[config.mk]
export PLATFORM = sky130hd
export DESIGN_NAME = router_wrap_olck_arb_flat
export DESIGN_NICKNAME = d
export VERILOG_FILES = /design/src/rtl/router_wrap_olck_arb_if.sv /design/src/rtl/router_wrap_olck_arb.sv /design/src/flat_wrapper.sv
export SDC_FILE = /design/constraint.sdc
export NUM_CORES = 1
export LEC_CHECK = 0
export CORE_MARGIN = 3
export CORE_UTILIZATION = 37
export DETAILED_ROUTE_END_ITERATION = 12
export GPL_ROUTABILITY_DRIVEN = 0
export PLACE_DENSITY = 0.91
export SLEW_MARGIN = 20
export SYNTH_ARGS = -nofsm -noshare
export SYNTH_HDL_FRONTEND = slang
export SYNTH_SLANG_ARGS = --single-unit
[constraint.sdc]
create_clock -name clk -period 3.5 [get_ports clk]
set_clock_uncertainty 0.2 [all_clocks]
set_input_delay 1.05 -clock clk [delete_from_list [all_inputs] [get_ports clk]]
set_output_delay 1.05 -clock clk [all_outputs]
set_load 0.05 [all_outputs]
[src/rtl/router_wrap_olck_arb_if.sv]
// Signal bundle between input ports, the output-lock arbiter and the downstream link.
// No storage of its own; zero latency.
// Backpressure: per-input req_ready from the arbiter, downstream returns credits on credit_in.
interface router_wrap_olck_arb_if #(
    parameter int NUM_IN  = 4,
    parameter int FLIT_W  = 32,
    parameter int CREDITS = 4,
    parameter int IDX_W   = $clog2(NUM_IN),
    parameter int CNT_W   = $clog2(CREDITS + 1)
);
    // input side
    logic [NUM_IN-1:0]        req_valid;
    logic [NUM_IN-1:0]        req_head;
    logic [NUM_IN-1:0]        req_tail;
    logic [NUM_IN*FLIT_W-1:0] req_flit;
    logic [NUM_IN-1:0]        req_ready;

    // downstream side
    logic                     credit_in;
    logic                     out_valid;
    logic [FLIT_W-1:0]        out_flit;
    logic                     out_head;
    logic                     out_tail;

    // lock and credit status
    logic                     olck;
    logic [IDX_W-1:0]         olck_owner;
    logic [CNT_W-1:0]         credit_cnt;
    logic                     credit_err;

    // the side that presents flits and returns credits
    modport master (
        output req_valid, req_head, req_tail, req_flit, credit_in,
        input  req_ready, out_valid, out_flit, out_head, out_tail,
               olck, olck_owner, credit_cnt, credit_err
    );

    // the arbiter itself
    modport slave (
        input  req_valid, req_head, req_tail, req_flit, credit_in,
        output req_ready, out_valid, out_flit, out_head, out_tail,
               olck, olck_owner, credit_cnt, credit_err
    );
endinterface

[src/rtl/router_wrap_olck_arb.sv]
// Output-port lock arbiter: round-robin grant on head flits, lock held to the tail, credit tracking.
// Latency: grant one cycle after a head is seen; accepted flit appears on out_* one cycle later.
// Backpressure: req_ready only for the lock owner and only while credit_cnt > 0; no flit taken at grant.
module router_wrap_olck_arb #(
    parameter int NUM_IN  = 4,
    parameter int FLIT_W  = 32,
    parameter int CREDITS = 4,
    parameter int IDX_W   = $clog2(NUM_IN),
    parameter int CNT_W   = $clog2(CREDITS + 1)
) (
    input  logic                  clk,
    input  logic                  reset,
    router_wrap_olck_arb_if.slave bus
);

    typedef enum logic {
        IDLE   = 1'b0,
        LOCKED = 1'b1
    } state_t;

    typedef struct packed {
        logic              head;
        logic              tail;
        logic [FLIT_W-1:0] dat;
    } flit_t;

    localparam logic [CNT_W-1:0] CREDIT_MAX = CNT_W'(CREDITS);
    localparam logic [IDX_W-1:0] LAST_IDX   = IDX_W'(NUM_IN - 1);

    state_t            state_q, state_d;
    logic [IDX_W-1:0]  owner_q, owner_d;
    logic [IDX_W-1:0]  rr_ptr_q, rr_ptr_d;
    logic [CNT_W-1:0]  credit_q, credit_d;
    logic              credit_err_q, credit_err_d;
    logic              out_valid_q;
    flit_t             out_q;

    logic [NUM_IN-1:0] cand;
    logic              hi_vld, lo_vld, grant_vld;
    logic [IDX_W-1:0]  hi_idx, lo_idx, grant_idx;
    logic              owner_vld;
    flit_t             owner_flit;
    logic              credit_avail;
    logic              accept;
    logic [NUM_IN-1:0] ready;

    assign cand         = bus.req_valid & bus.req_head;
    assign credit_avail = (credit_q != '0);
    assign accept       = (state_q == LOCKED) && owner_vld && credit_avail;

    // Round-robin pick: lowest candidate at or above rr_ptr, else lowest candidate overall (wrap).
    always_comb begin
        hi_vld = 1'b0;
        hi_idx = '0;
        lo_vld = 1'b0;
        lo_idx = '0;
        for (int i = NUM_IN - 1; i >= 0; i--) begin
            if (cand[i] && (IDX_W'(i) >= rr_ptr_q)) begin
                hi_vld = 1'b1;
                hi_idx = IDX_W'(i);
            end
            if (cand[i]) begin
                lo_vld = 1'b1;
                lo_idx = IDX_W'(i);
            end
        end
        grant_vld = hi_vld | lo_vld;
        grant_idx = hi_vld ? hi_idx : lo_idx;
    end

    // Select the current owner's request, markers and payload.
    always_comb begin
        owner_vld  = 1'b0;
        owner_flit = '0;
        for (int i = 0; i < NUM_IN; i++) begin
            if (owner_q == IDX_W'(i)) begin
                owner_vld       = bus.req_valid[i];
                owner_flit.head = bus.req_head[i];
                owner_flit.tail = bus.req_tail[i];
                owner_flit.dat  = bus.req_flit[i*FLIT_W +: FLIT_W];
            end
        end
    end

    // Ready goes only to the owner, and only in the cycle its flit is actually taken.
    always_comb begin
        ready = '0;
        for (int i = 0; i < NUM_IN; i++) begin
            ready[i] = accept && (owner_q == IDX_W'(i));
        end
    end

    // Lock FSM: grant from IDLE needs a credit; release on an accepted tail and advance rr_ptr past the owner.
    always_comb begin
        state_d  = state_q;
        owner_d  = owner_q;
        rr_ptr_d = rr_ptr_q;
        case (state_q)
            IDLE: begin
                if (grant_vld && credit_avail) begin
                    state_d = LOCKED;
                    owner_d = grant_idx;
                end
            end
            LOCKED: begin
                if (accept && owner_flit.tail) begin
                    state_d  = IDLE;
                    rr_ptr_d = (owner_q == LAST_IDX) ? '0 : owner_q + IDX_W'(1);
                end
            end
            default: state_d = IDLE;
        endcase
    end

    // Credit counter: return and spend cancel; a return at full is dropped and flagged sticky.
    always_comb begin
        credit_d     = credit_q;
        credit_err_d = credit_err_q;
        if (bus.credit_in && (credit_q == CREDIT_MAX)) begin
            credit_err_d = 1'b1;
        end
        case ({bus.credit_in, accept})
            2'b10: begin
                if (credit_q != CREDIT_MAX) begin
                    credit_d = credit_q + CNT_W'(1);
                end
            end
            2'b01:   credit_d = credit_q - CNT_W'(1);
            default: credit_d = credit_q;
        endcase
    end

    // Control state registers; reset aborts any lock in progress.
    always_ff @(posedge clk or negedge reset) begin
        if (!reset) begin
            state_q      <= IDLE;
            owner_q      <= '0;
            rr_ptr_q     <= '0;
            credit_q     <= CREDIT_MAX;
            credit_err_q <= 1'b0;
        end else begin
            state_q      <= state_d;
            owner_q      <= owner_d;
            rr_ptr_q     <= rr_ptr_d;
            credit_q     <= credit_d;
            credit_err_q <= credit_err_d;
        end
    end

    // Forwarding stage: out_valid pulses for each accepted flit; payload holds between flits.
    always_ff @(posedge clk or negedge reset) begin
        if (!reset) begin
            out_valid_q <= 1'b0;
            out_q       <= '0;
        end else begin
            out_valid_q <= accept;
            if (accept) begin
                out_q <= owner_flit;
            end
        end
    end

    assign bus.req_ready  = ready;
    assign bus.out_valid  = out_valid_q;
    assign bus.out_flit   = out_q.dat;
    assign bus.out_head   = out_q.head;
    assign bus.out_tail   = out_q.tail;
    assign bus.olck       = (state_q == LOCKED);
    assign bus.olck_owner = owner_q;
    assign bus.credit_cnt = credit_q;
    assign bus.credit_err = credit_err_q;

endmodule

[src/flat_wrapper.sv]
// flat-port wrapper written by rule: the top's interface ports become plain ports
module router_wrap_olck_arb_flat 
#(
    parameter int NUM_IN  = 4,
    parameter int FLIT_W  = 32,
    parameter int CREDITS = 4,
    parameter int IDX_W   = $clog2(NUM_IN),
    parameter int CNT_W   = $clog2(CREDITS + 1)
)
  (clk, reset, bus_req_valid, bus_req_head, bus_req_tail, bus_req_flit, bus_credit_in, bus_req_ready, bus_out_valid, bus_out_flit, bus_out_head, bus_out_tail, bus_olck, bus_olck_owner, bus_credit_cnt, bus_credit_err);
  router_wrap_olck_arb_if #(.NUM_IN(NUM_IN), .FLIT_W(FLIT_W), .CREDITS(CREDITS), .IDX_W(IDX_W), .CNT_W(CNT_W)) bus_i ();
  input  logic clk;
  input  logic reset;
  input wire logic [$bits(bus_i.req_valid)-1:0] bus_req_valid;
  input wire logic [$bits(bus_i.req_head)-1:0] bus_req_head;
  input wire logic [$bits(bus_i.req_tail)-1:0] bus_req_tail;
  input wire logic [$bits(bus_i.req_flit)-1:0] bus_req_flit;
  input wire logic [$bits(bus_i.credit_in)-1:0] bus_credit_in;
  output wire logic [$bits(bus_i.req_ready)-1:0] bus_req_ready;
  output wire logic [$bits(bus_i.out_valid)-1:0] bus_out_valid;
  output wire logic [$bits(bus_i.out_flit)-1:0] bus_out_flit;
  output wire logic [$bits(bus_i.out_head)-1:0] bus_out_head;
  output wire logic [$bits(bus_i.out_tail)-1:0] bus_out_tail;
  output wire logic [$bits(bus_i.olck)-1:0] bus_olck;
  output wire logic [$bits(bus_i.olck_owner)-1:0] bus_olck_owner;
  output wire logic [$bits(bus_i.credit_cnt)-1:0] bus_credit_cnt;
  output wire logic [$bits(bus_i.credit_err)-1:0] bus_credit_err;
  assign bus_i.req_valid = bus_req_valid;
  assign bus_i.req_head = bus_req_head;
  assign bus_i.req_tail = bus_req_tail;
  assign bus_i.req_flit = bus_req_flit;
  assign bus_i.credit_in = bus_credit_in;
  assign bus_req_ready = bus_i.req_ready;
  assign bus_out_valid = bus_i.out_valid;
  assign bus_out_flit = bus_i.out_flit;
  assign bus_out_head = bus_i.out_head;
  assign bus_out_tail = bus_i.out_tail;
  assign bus_olck = bus_i.olck;
  assign bus_olck_owner = bus_i.olck_owner;
  assign bus_credit_cnt = bus_i.credit_cnt;
  assign bus_credit_err = bus_i.credit_err;
  router_wrap_olck_arb #(.NUM_IN(NUM_IN), .FLIT_W(FLIT_W), .CREDITS(CREDITS), .IDX_W(IDX_W), .CNT_W(CNT_W)) u_core (.clk(clk), .reset(reset), .bus(bus_i));
endmodule
# After elaboration in Yosys (flattened, before gate mapping)
# Index checks and enable logic that the tools add are counted.
[totals] ff_bits=44 elab_cells=77 output_inout_bits=46
[op_classes] mux=31 eq_ne=8 n_reduce_logical=19 n_addsub=3 n_bitwise=3 magnitude_cmp=4
[ops] operator="34-bit two-way mux" n=4
[ops] operator="2-bit two-way mux" n=10
[ops] operator="1-bit two-way mux" n=14
[ops] operator="1-bit logical AND" n=13
[ops] operator="2-bit == test, second input constant" n=3
[ops] operator="3-bit case mux with 2 select lines" n=1
[ops] operator="2-bit AND reduction" n=3
[ops] operator="4-bit AND" n=1
[ops] operator="2-bit by 1-bit == test with 1-bit output, second input constant" n=2
[ops] operator="1-bit by 2-bit greater-or-equal comparator with 1-bit output, first input constant" n=2
[ops] operator="2-bit greater-or-equal comparator, first input constant" n=2
[ops] operator="3-bit by 1-bit adder with 3-bit output, second input constant" n=1
[ops] operator="3-bit == test, second input constant" n=1
[ops] operator="3-bit two-way mux" n=1
[ops] operator="3-bit inequality test, second input constant" n=1
[ops] operator="3-bit nonzero test" n=1
[ops] operator="3-bit by 1-bit subtractor with 3-bit output, second input constant" n=1
[ops] operator="2-bit by 1-bit adder with 2-bit output, second input constant" n=1
[ops] operator="2-bit zero test" n=1
[ops] operator="2-bit by 1-bit inequality test with 1-bit output, second input constant" n=1
[ops] operator="1-bit case mux with 2 select lines" n=1
[ops] operator="2-bit nonzero test" n=1
[ops] operator="1-bit inverter" n=1
[ops] operator="1-bit bitwise OR" n=1

# Logic depth before layout (Yosys ltp)
# Gate-level depths: netlist of the first run.
[logic_depth] ltp_word=10 mapped_depth=11 ltp_nobuf=10

# Worst setup path after synthesis of the first run
# OpenSTA, ideal clock, no wires.
[synth_path] kind="register to output" from="register u_core.owner_q[0], in the netlist u_core.bus.olck_owner[0]" to="output bus_req_ready[2]" t_arrival_ps=2069 path_slack_ps=181 path_stages_with_launch=7 cell_sequence="dfrtp_1 -> inv_1 -> ha_1 -> buf_2 -> clkbuf_1 -> clkbuf_1 -> and3_1"
[synth_between] elab_chain_cells=8 word_cells_on_any_way=11 cone_classes="eq/ne (3); mux (4); reduce/logical (4)"
[synth_rtl] item="start, declared" line_no="router_wrap_olck_arb.sv:31" rtl="logic [IDX_W-1:0] owner_q, owner_d;"
[synth_rtl] item="start signal, assigned" line_no="router_wrap_olck_arb.sv:143" rtl="owner_q <= owner_d;"
[synth_rtl] item="2-bit zero test" line_no="router_wrap_olck_arb.sv:76" rtl="if (owner_q == IDX_W'(i)) begin"
[synth_rtl] item="1-bit two-way mux (4 in series)" line_no="router_wrap_olck_arb.sv:76"
[synth_rtl] item="1-bit logical AND (2 in series)" line_no="router_wrap_olck_arb.sv:49" rtl="assign accept = (state_q == LOCKED) && owner_vld && credit_avail;"
[synth_rtl] item="1-bit logical AND *" line_no="router_wrap_olck_arb.sv:89" rtl="ready[i] = accept && (owner_q == IDX_W'(i));"
[synth_rtl] item="end, declared" line_no="flat_wrapper.sv:19" rtl="output wire logic [$bits(bus_i.req_ready)-1:0] bus_req_ready;"
# Every way passes the cells marked *; elsewhere a longest branch is shown, timed or not.

# Worst setup path after layout of the first run
[layout_path] from="input bus_req_valid[0]" to="output bus_req_ready[1]"
[layout_between] elab_chain_cells=7
[layout_rtl] item="start, declared" line_no="flat_wrapper.sv:14" rtl="input wire logic [$bits(bus_i.req_valid)-1:0] bus_req_valid;"
[layout_rtl] item="1-bit two-way mux (4 in series)" line_no="router_wrap_olck_arb.sv:76"
[layout_rtl] item="1-bit logical AND (2 in series)" line_no="router_wrap_olck_arb.sv:49"
[layout_rtl] item="1-bit logical AND" line_no="router_wrap_olck_arb.sv:89"
# No other way between the ends.

==> impl_metrics.env, run 1 <==
export IMPL_run_status="finished clean"
export IMPL_hp_class="reg -> reg"
export IMPL_drive_gt1_share_pct=7.069
export IMPL_drt_iter0_markers=194
export IMPL_clk_pin_slew_ns=0.08
export IMPL_critPathLaunchType="input port"
export IMPL_avgSynthCellArea_sq_um=7.424
export IMPL_p_sw_mw=2.659
export IMPL_coreArea_sq_mm=0.007807
export IMPL_p_clk_share_pct=6.5
export IMPL_slew_viol_final=0
export IMPL_finalPower_mw=4.983
export IMPL_critPathTopFamily="buffers and inverters"
export IMPL_grt_first_pass_wirelength_microns=16260
export IMPL_port_buffers=188
export IMPL_rrSetupSlack_ns=0.50
export IMPL_root_buffer="clkbuf_8"
export IMPL_rsz0062_at_grt="no"
export IMPL_cts_sinks=44
export IMPL_startpoint="bus_req_valid[0]"
export IMPL_ant_nets=0
export IMPL_dp_cells=673
export IMPL_worst_setup_path_end_kind="output port"
export IMPL_grt_overflow_total=0
export IMPL_synthesis_area_sq_mm=0.002999
export IMPL_cp_required_ns=2.25
export IMPL_r2r_end="u_core.bus.credit_cnt[1]$_DFFE_PN0P_"
export IMPL_pwr_share_seq_pct=19.4
export IMPL_cp_max_fo=5
export IMPL_synth_seq_cells=44
export IMPL_dieHeight_microns=96.03
export IMPL_critPathMaxStageDelay_ns=0.26
export IMPL_timing_rr_start="u_core.bus.olck_owner[0]$_DFFE_PN0P_"
export IMPL_slew_headroom_pct=52.91
export IMPL_sw_frac_of_total_pct=53.36
export IMPL_fmax_mhz=292.4
export IMPL_initial_core_util_pct=38.41
export IMPL_timing_final_crit_share_pct=97.73
export IMPL_fin_setup_tns_ns=0
export IMPL_p_per_area_mw_per_mm2=973.3
export IMPL_cp_buffers_inverters=3
export IMPL_drcViolationCount=0
export IMPL_final_cells=682
export IMPL_nets=727
export IMPL_grt_max_degree=70
export IMPL_cts_buffer_depth=2
export IMPL_synthCells=404
export IMPL_wl_per_cell_microns=15.98
export IMPL_ios=189
export IMPL_cts_hold_buf=0
export IMPL_ys_seq_area_share_pct=36.75
export IMPL_worst_path_stages=6
export IMPL_area_growth_syn_to_layout_pct=70.71
export IMPL_hold_violations=0
export IMPL_vias_per_cell=5.380
export IMPL_mappedNetlistNets=552
export IMPL_period_minus_slack_ns=3.421
export IMPL_clkLatencyLatePin_ns=0.29
export IMPL_numCtsBuffers=5
export IMPL_setup_viol=0
export IMPL_vias=3669
export IMPL_p_leak_nw=2.132
export IMPL_antenna_found_initial=1
export IMPL_tritoncts="yes"
export IMPL_cts_htree_levels=2
export IMPL_grt_usage_pct=22.43
export IMPL_worstPathCellList="dlygate4sd2_1, nand2_1, o311ai_2, buf_4, and3_4, buf_12"
export IMPL_ys_types=43
export IMPL_rr_worst_depth=11
export IMPL_worst_slew_pin_slew_ns=0.7064
export IMPL_hpwl_microns=8053
export IMPL_ir_drop_mv=0.5800
export IMPL_rows=32
export IMPL_dr_pass1_iters=4
export IMPL_cp_endpoint="bus_req_ready[1]"
export IMPL_combPwrFrac_pct=74.0
export IMPL_grt_pass1_vias=3423
export IMPL_slowest_stage="dlygate4sd2_1"
export IMPL_wl_microns=10900
export IMPL_path_class="in -> out"
export IMPL_synth_warnings=0
export IMPL_intPower_mw=2.324
export IMPL_die_area_sq_mm=0.009222
export IMPL_die_w_microns=96.03
export IMPL_antenna_cells=0
export IMPL_arrival_ns=2.17
export IMPL_max_cap_viol_count=0
worst min path at each step:
stage                                                 start                           endpoint  slack, ns  cells past startpoint
after detailed placement  u_core.bus.credit_err$_DFFE_PN0P_  u_core.bus.credit_err$_DFFE_PN0P_       0.28                      1
after CTS                 u_core.bus.credit_err$_DFFE_PN0P_  u_core.bus.credit_err$_DFFE_PN0P_       0.31                      1
after floorplan              u_core.rr_ptr_q[0]$_DFFE_PN0P_     u_core.rr_ptr_q[0]$_DFFE_PN0P_       0.33                      1
after global routing      u_core.bus.credit_err$_DFFE_PN0P_  u_core.bus.credit_err$_DFFE_PN0P_       0.33                      1
after global placement    u_core.bus.credit_err$_DFFE_PN0P_  u_core.bus.credit_err$_DFFE_PN0P_       0.26                      1
final                     u_core.bus.credit_err$_DFFE_PN0P_  u_core.bus.credit_err$_DFFE_PN0P_       0.30                      1
logic make-up after synthesis:
group           synth area share [%]
mux                            1.460
fa+ha+maj                      2.336
xor+xnor                      0.2921
compound gates                 34.63
buf+inv                        9.261
flops                          36.75
simple gates                   15.27
flip-flops by register name, indices dropped and copies added (netlist names):
signal	cells
u_core.bus.credit_cnt	3
u_core.rr_ptr_q	2
u_core.bus.out_head	1
u_core.bus.credit_err	1
u_core.bus.olck_owner	2
u_core.bus.out_valid	1
u_core.bus.out_flit	32
u_core.bus.olck	1
u_core.bus.out_tail	1
power by group through the flow:
stage	Combinational (mW)	Clock (mW)	Sequential, mW
finish	3.69	0.325	0.969
global route	3.97	0.361	1.01
CTS	3.71	0.334	0.969
detailed placement	3.66	0	0.974
global placement	3.56	0	0.962
floorplan	1.62	0	1.80
synthesized netlist by cell type (all sizes together):
| cell | number | area share [%] |
|---|---|---|
| dfstp | 1 | 0.88 |
| nor3b | 2 | 0.67 |
| a311oi | 1 | 0.29 |
| nor3 | 8 | 1.3 |
| buf | 14 | 2.4 |
| a211o | 1 | 0.29 |
| a21oi | 101 | 17 |
| clkbuf | 20 | 2.5 |
| o221ai | 1 | 0.29 |
| mux2i | 1 | 0.33 |
| o22ai | 1 | 0.21 |
| nor2 | 37 | 4.6 |
| o21ai | 32 | 5.3 |
| and3 | 3 | 0.63 |
| nand2 | 37 | 4.7 |
| o211ai | 1 | 0.25 |
| and2 | 2 | 0.42 |
| mux2 | 3 | 1.1 |
| dfrtp | 43 | 36 |
| o31ai | 1 | 0.25 |
| a21o | 1 | 0.25 |
| a41o | 1 | 0.33 |
| nand3 | 1 | 0.17 |
| inv | 35 | 4.4 |
| a2bb2oi | 1 | 0.29 |
| nand3b | 2 | 0.50 |
| ha | 4 | 1.7 |
| fa | 1 | 0.67 |
| nor2b | 9 | 2.2 |
| a221oi | 6 | 1.8 |
| a22oi | 28 | 7.0 |
| o311ai | 1 | 0.54 |
| xor2 | 1 | 0.29 |
| a31oi | 2 | 0.42 |
| o21a | 1 | 0.25 |
layout make-up:
class                      instances  area, sq um
clock buffer                       8        90.09
fill                             634         2688
inverter                          35        131.4
multi-input combinational        291         1645
sequential                        44         1102
tap                              102        127.6
timing repair buffer             202         2023
through the flow:
stage,setup WS (ns),hold slack (ns),cell area (sq um),util [%]
after floorplan,0.1809,0.3263,2999,-
after global placement,-0.1404,0.2620,5002,64.07
after detailed placement,-0.2073,0.2834,5002,64.07
after CTS,0.007591,0.3073,5115,65.51
after global routing,0.02096,0.3274,5120,65.58
final,0.07949,0.3024,5120,65.58
cells in the final DEF, fill, tap and decap left out, drive strengths merged, types with 2 or more instances in the layout:
master,instances
a21oi,101
a221oi,6
a22oi,28
a31oi,2
and2,2
and3,3
buf,19
clkbuf,8
clkdlybuf4s50,179
dfrtp,43
dlygate4sd2,3
ha,4
inv,35
mux2,3
nand2,37
nand3b,2
nor2,37
nor2b,9
nor3,8
nor3b,2
o21ai,32
layer usage:
layer / global-route usage, % / up-vias / share of wire, %
li1: - / 1762 / -
met1: 25.26 / 1707 / 37
met2: 40.37 / 183 / 50
met3: 7.271 / 15 / 11
met4: 6.043 / 2 / 1.4
met5: 0 / - / 0.12
what timing repair did:
| action | CTS | global route |
|---|---|---|
| endpoints found under the setup margin | 4 | 3 |
| pin swaps | 1 | 1 |
| gates resized for setup | 7 | 1 |
| setup buffers | 1 | 0 |
worst reg2reg max path, cell delays in order, from the launching register on:
cell	delay [ns]
dfrtp_1	0.45
inv_1	0.11
ha_2	0.25
nand3b_1	0.19
o311ai_2	0.10
buf_4	0.19
buf_4	0.11
nand3b_1	0.12
fa_1	0.53
a21oi_1	0.05
mux2_1	0.31
a211o_1	0.29
No activity file was read; power rests on OpenSTA's default activity.
==> run 2: changes to the inputs <==
Settings changed: CORE_ASPECT_RATIO from default to 1.5, CORE_UTILIZATION 37 to 38, CTS_BUF_LIST from default to sky130_fd_sc_hd__clkbuf_8, PLACE_DENSITY 0.91 to 0.93.
==> run 2 against run 1 <==
  * Non-clock buffer count stayed put
  * Critical path type unchanged
  * Wire length is 3.7% higher
  * Die area decreased by 2.2%
  * Register-to-register slack got worse by 0.05 ns
  * Critical path depth shrank 1
  * Count of clock-buffer cells in the layout decreased by 3
  * Global-route usage is 2.0 points higher
  * Hold slack got worse by 0.0051 ns
==> impl_metrics.env, run 2 (synthesis results as in run 1) <==
export IMPL_path_class="in -> out"
export IMPL_area_growth_syn_to_layout_pct=72.22
export IMPL_p_leak_nw=2.143
export IMPL_drive_gt1_share_pct=7.586
export IMPL_slowest_stage="clkdlybuf4s50_1"
export IMPL_finalPower_mw=5.071
export IMPL_critPathLaunchType="input port"
export IMPL_worst_setup_path_end_kind="output port"
export IMPL_antenna_found_initial=0
export IMPL_numCtsBuffers=5
export IMPL_rr_worst_depth=9
export IMPL_grt_overflow_total=0
export IMPL_slew_viol_final=0
export IMPL_grt_pass1_vias=3534
export IMPL_worstPathCellList="clkdlybuf4s50_1, a21oi_2, o311ai_4, and3_4, buf_12"
export IMPL_max_cap_viol_count=0
export IMPL_dieHeight_microns=114.8
export IMPL_grt_usage_pct=24.44
export IMPL_ant_nets=0
export IMPL_cts_sinks=44
export IMPL_root_buffer="clkbuf_8"
export IMPL_fin_area_sq_mm=0.005165
export IMPL_cts_buffer_depth=2
export IMPL_largest_reg_flops=32
export IMPL_drcViolationCount=0
export IMPL_die_area_sq_mm=0.009016
export IMPL_setup_viol=0
export IMPL_vias_per_cell=5.367
export IMPL_clk_pin_slew_ns=0.09
export IMPL_final_common_cell="clkdlybuf4s50_1"
export IMPL_grt_max_degree=56
export IMPL_period_minus_slack_ns=3.464
export IMPL_rows=39
export IMPL_tritoncts="yes"
export IMPL_port_buffers=188
export IMPL_run_status="finished clean"
export IMPL_fill_cells=624
export IMPL_clkLatencyLatePin_ns=0.30
export IMPL_p_per_area_mw_per_mm2=981.8
export IMPL_worst_slew_pin_slew_ns=0.5913
export IMPL_initial_core_util_pct=39.15
export IMPL_die_w_microns=78.54
export IMPL_hold_violations=0
export IMPL_cp_max_fo=5
export IMPL_hpwl_microns=8733
export IMPL_coreArea_sq_mm=0.007661
export IMPL_ios=189
export IMPL_nets=727
export IMPL_grt_first_pass_wirelength_microns=17280
export IMPL_critPathMaxStageDelay_ns=0.44
export IMPL_vias=3660
export IMPL_placed_area_sq_mm=0.005002
export IMPL_wl_per_cell_microns=16.57
export IMPL_dr_pass1_iters=4
export IMPL_fmax_mhz=288.7
export IMPL_cp_required_ns=2.25
export IMPL_cts_htree_levels=2
export IMPL_hp_class="reg -> reg"
export IMPL_slew_headroom_pct=60.31
export IMPL_rrSetupSlack_ns=0.45
export IMPL_hold_depth=1
export IMPL_ir_drop_mv=0.5141
export IMPL_rsz0062_at_grt="no"
export IMPL_drt_iter0_markers=172
export IMPL_final_cell_mix="181 x clkdlybuf4s50_1, 100 x a21oi_1, 43 x dfrtp_1"
export IMPL_arrival_ns=2.21
export IMPL_timing_final_crit_share_pct=98.98
export IMPL_antenna_cells=0
export IMPL_wl_microns=11300
run 2: layer usage:
layer | vias to the layer above | global-route usage, % | part of all wire (%)
met4 | 0 | 12.49 | 4.6
met5 | - | 0 | 0
met1 | 1670 | 24.69 | 35
li1 | 1765 | - | -
met3 | 44 | 6.661 | 7.6
met2 | 181 | 45.32 | 53
run 2: where the power goes:
part           total [mW]  internal, mW  switching, mW
Sequential          0.975         0.792          0.183
Clock               0.386         0.209          0.177
Combinational        3.71          1.39           2.32
run 2: metrics by stage:
| step | setup TNS [ns] | hold slack [ns] | util [%] | cells | worst slack (ns) |
|---|---|---|---|---|---|
| 2_1_floorplan | 0 | 0.3263 | - | 404 | 0.1809 |
| 3_3_place_gp | -0.4867 | 0.2766 | 65.29 | 673 | -0.1215 |
| 3_5_place_dp | -0.7709 | 0.2801 | 65.29 | 673 | -0.2053 |
| 4_1_cts | 0 | 0.3003 | 67.24 | 682 | 0.004106 |
| 5_1_grt | 0 | 0.3023 | 67.42 | 682 | 0.01256 |
| 6_report | 0 | 0.2974 | 67.42 | 682 | 0.03574 |
run 2: cell type report:
cell class | count | area [sq um] | area share, %
Clock inverter | 3 | 38.79 | 0.7510
Inverter | 35 | 131.4 | 2.544
Clock buffer | 5 | 68.82 | 1.332
Sequential cell | 44 | 1102 | 21.34
Multi-Input combinational cell | 291 | 1677 | 32.46
Timing Repair Buffer | 202 | 2019 | 39.10
Tap cell | 102 | 127.6 | 2.471
run 2: path summary, 6_finish.rpt:
check / to / from
max: bus_req_ready[1] / bus_req_valid[2]
min: u_core.bus.credit_err$_DFFE_PN0P_ / u_core.bus.credit_err$_DFFE_PN0P_
max reg2reg: u_core.bus.credit_cnt[1]$_DFFE_PN0P_ / u_core.bus.olck_owner[0]$_DFFE_PN0P_
min reg2reg: u_core.bus.credit_err$_DFFE_PN0P_ / u_core.bus.credit_err$_DFFE_PN0P_
max in group asynchronous: u_core.bus.credit_cnt[2]$_DFFE_PN1P_ / reset
min in group asynchronous: u_core.bus.out_flit[28]$_DFFE_PN0N_ / reset
run 2: repair_timing:
action / CTS / global route
gates resized for setup: 9 / 2
pin swaps: 5 / 4
buffers inserted: 1 / 0
hold buffers: 0 / 0
endpoints found under the hold margin: 0 / 0
endpoints found under the setup margin: 4 / 3
run 2: critical path: cells and delay by family:
kind            cells  cell delay, ns
buf+inv             2            0.58
compound gates      2            0.35
simple gates        1            0.23
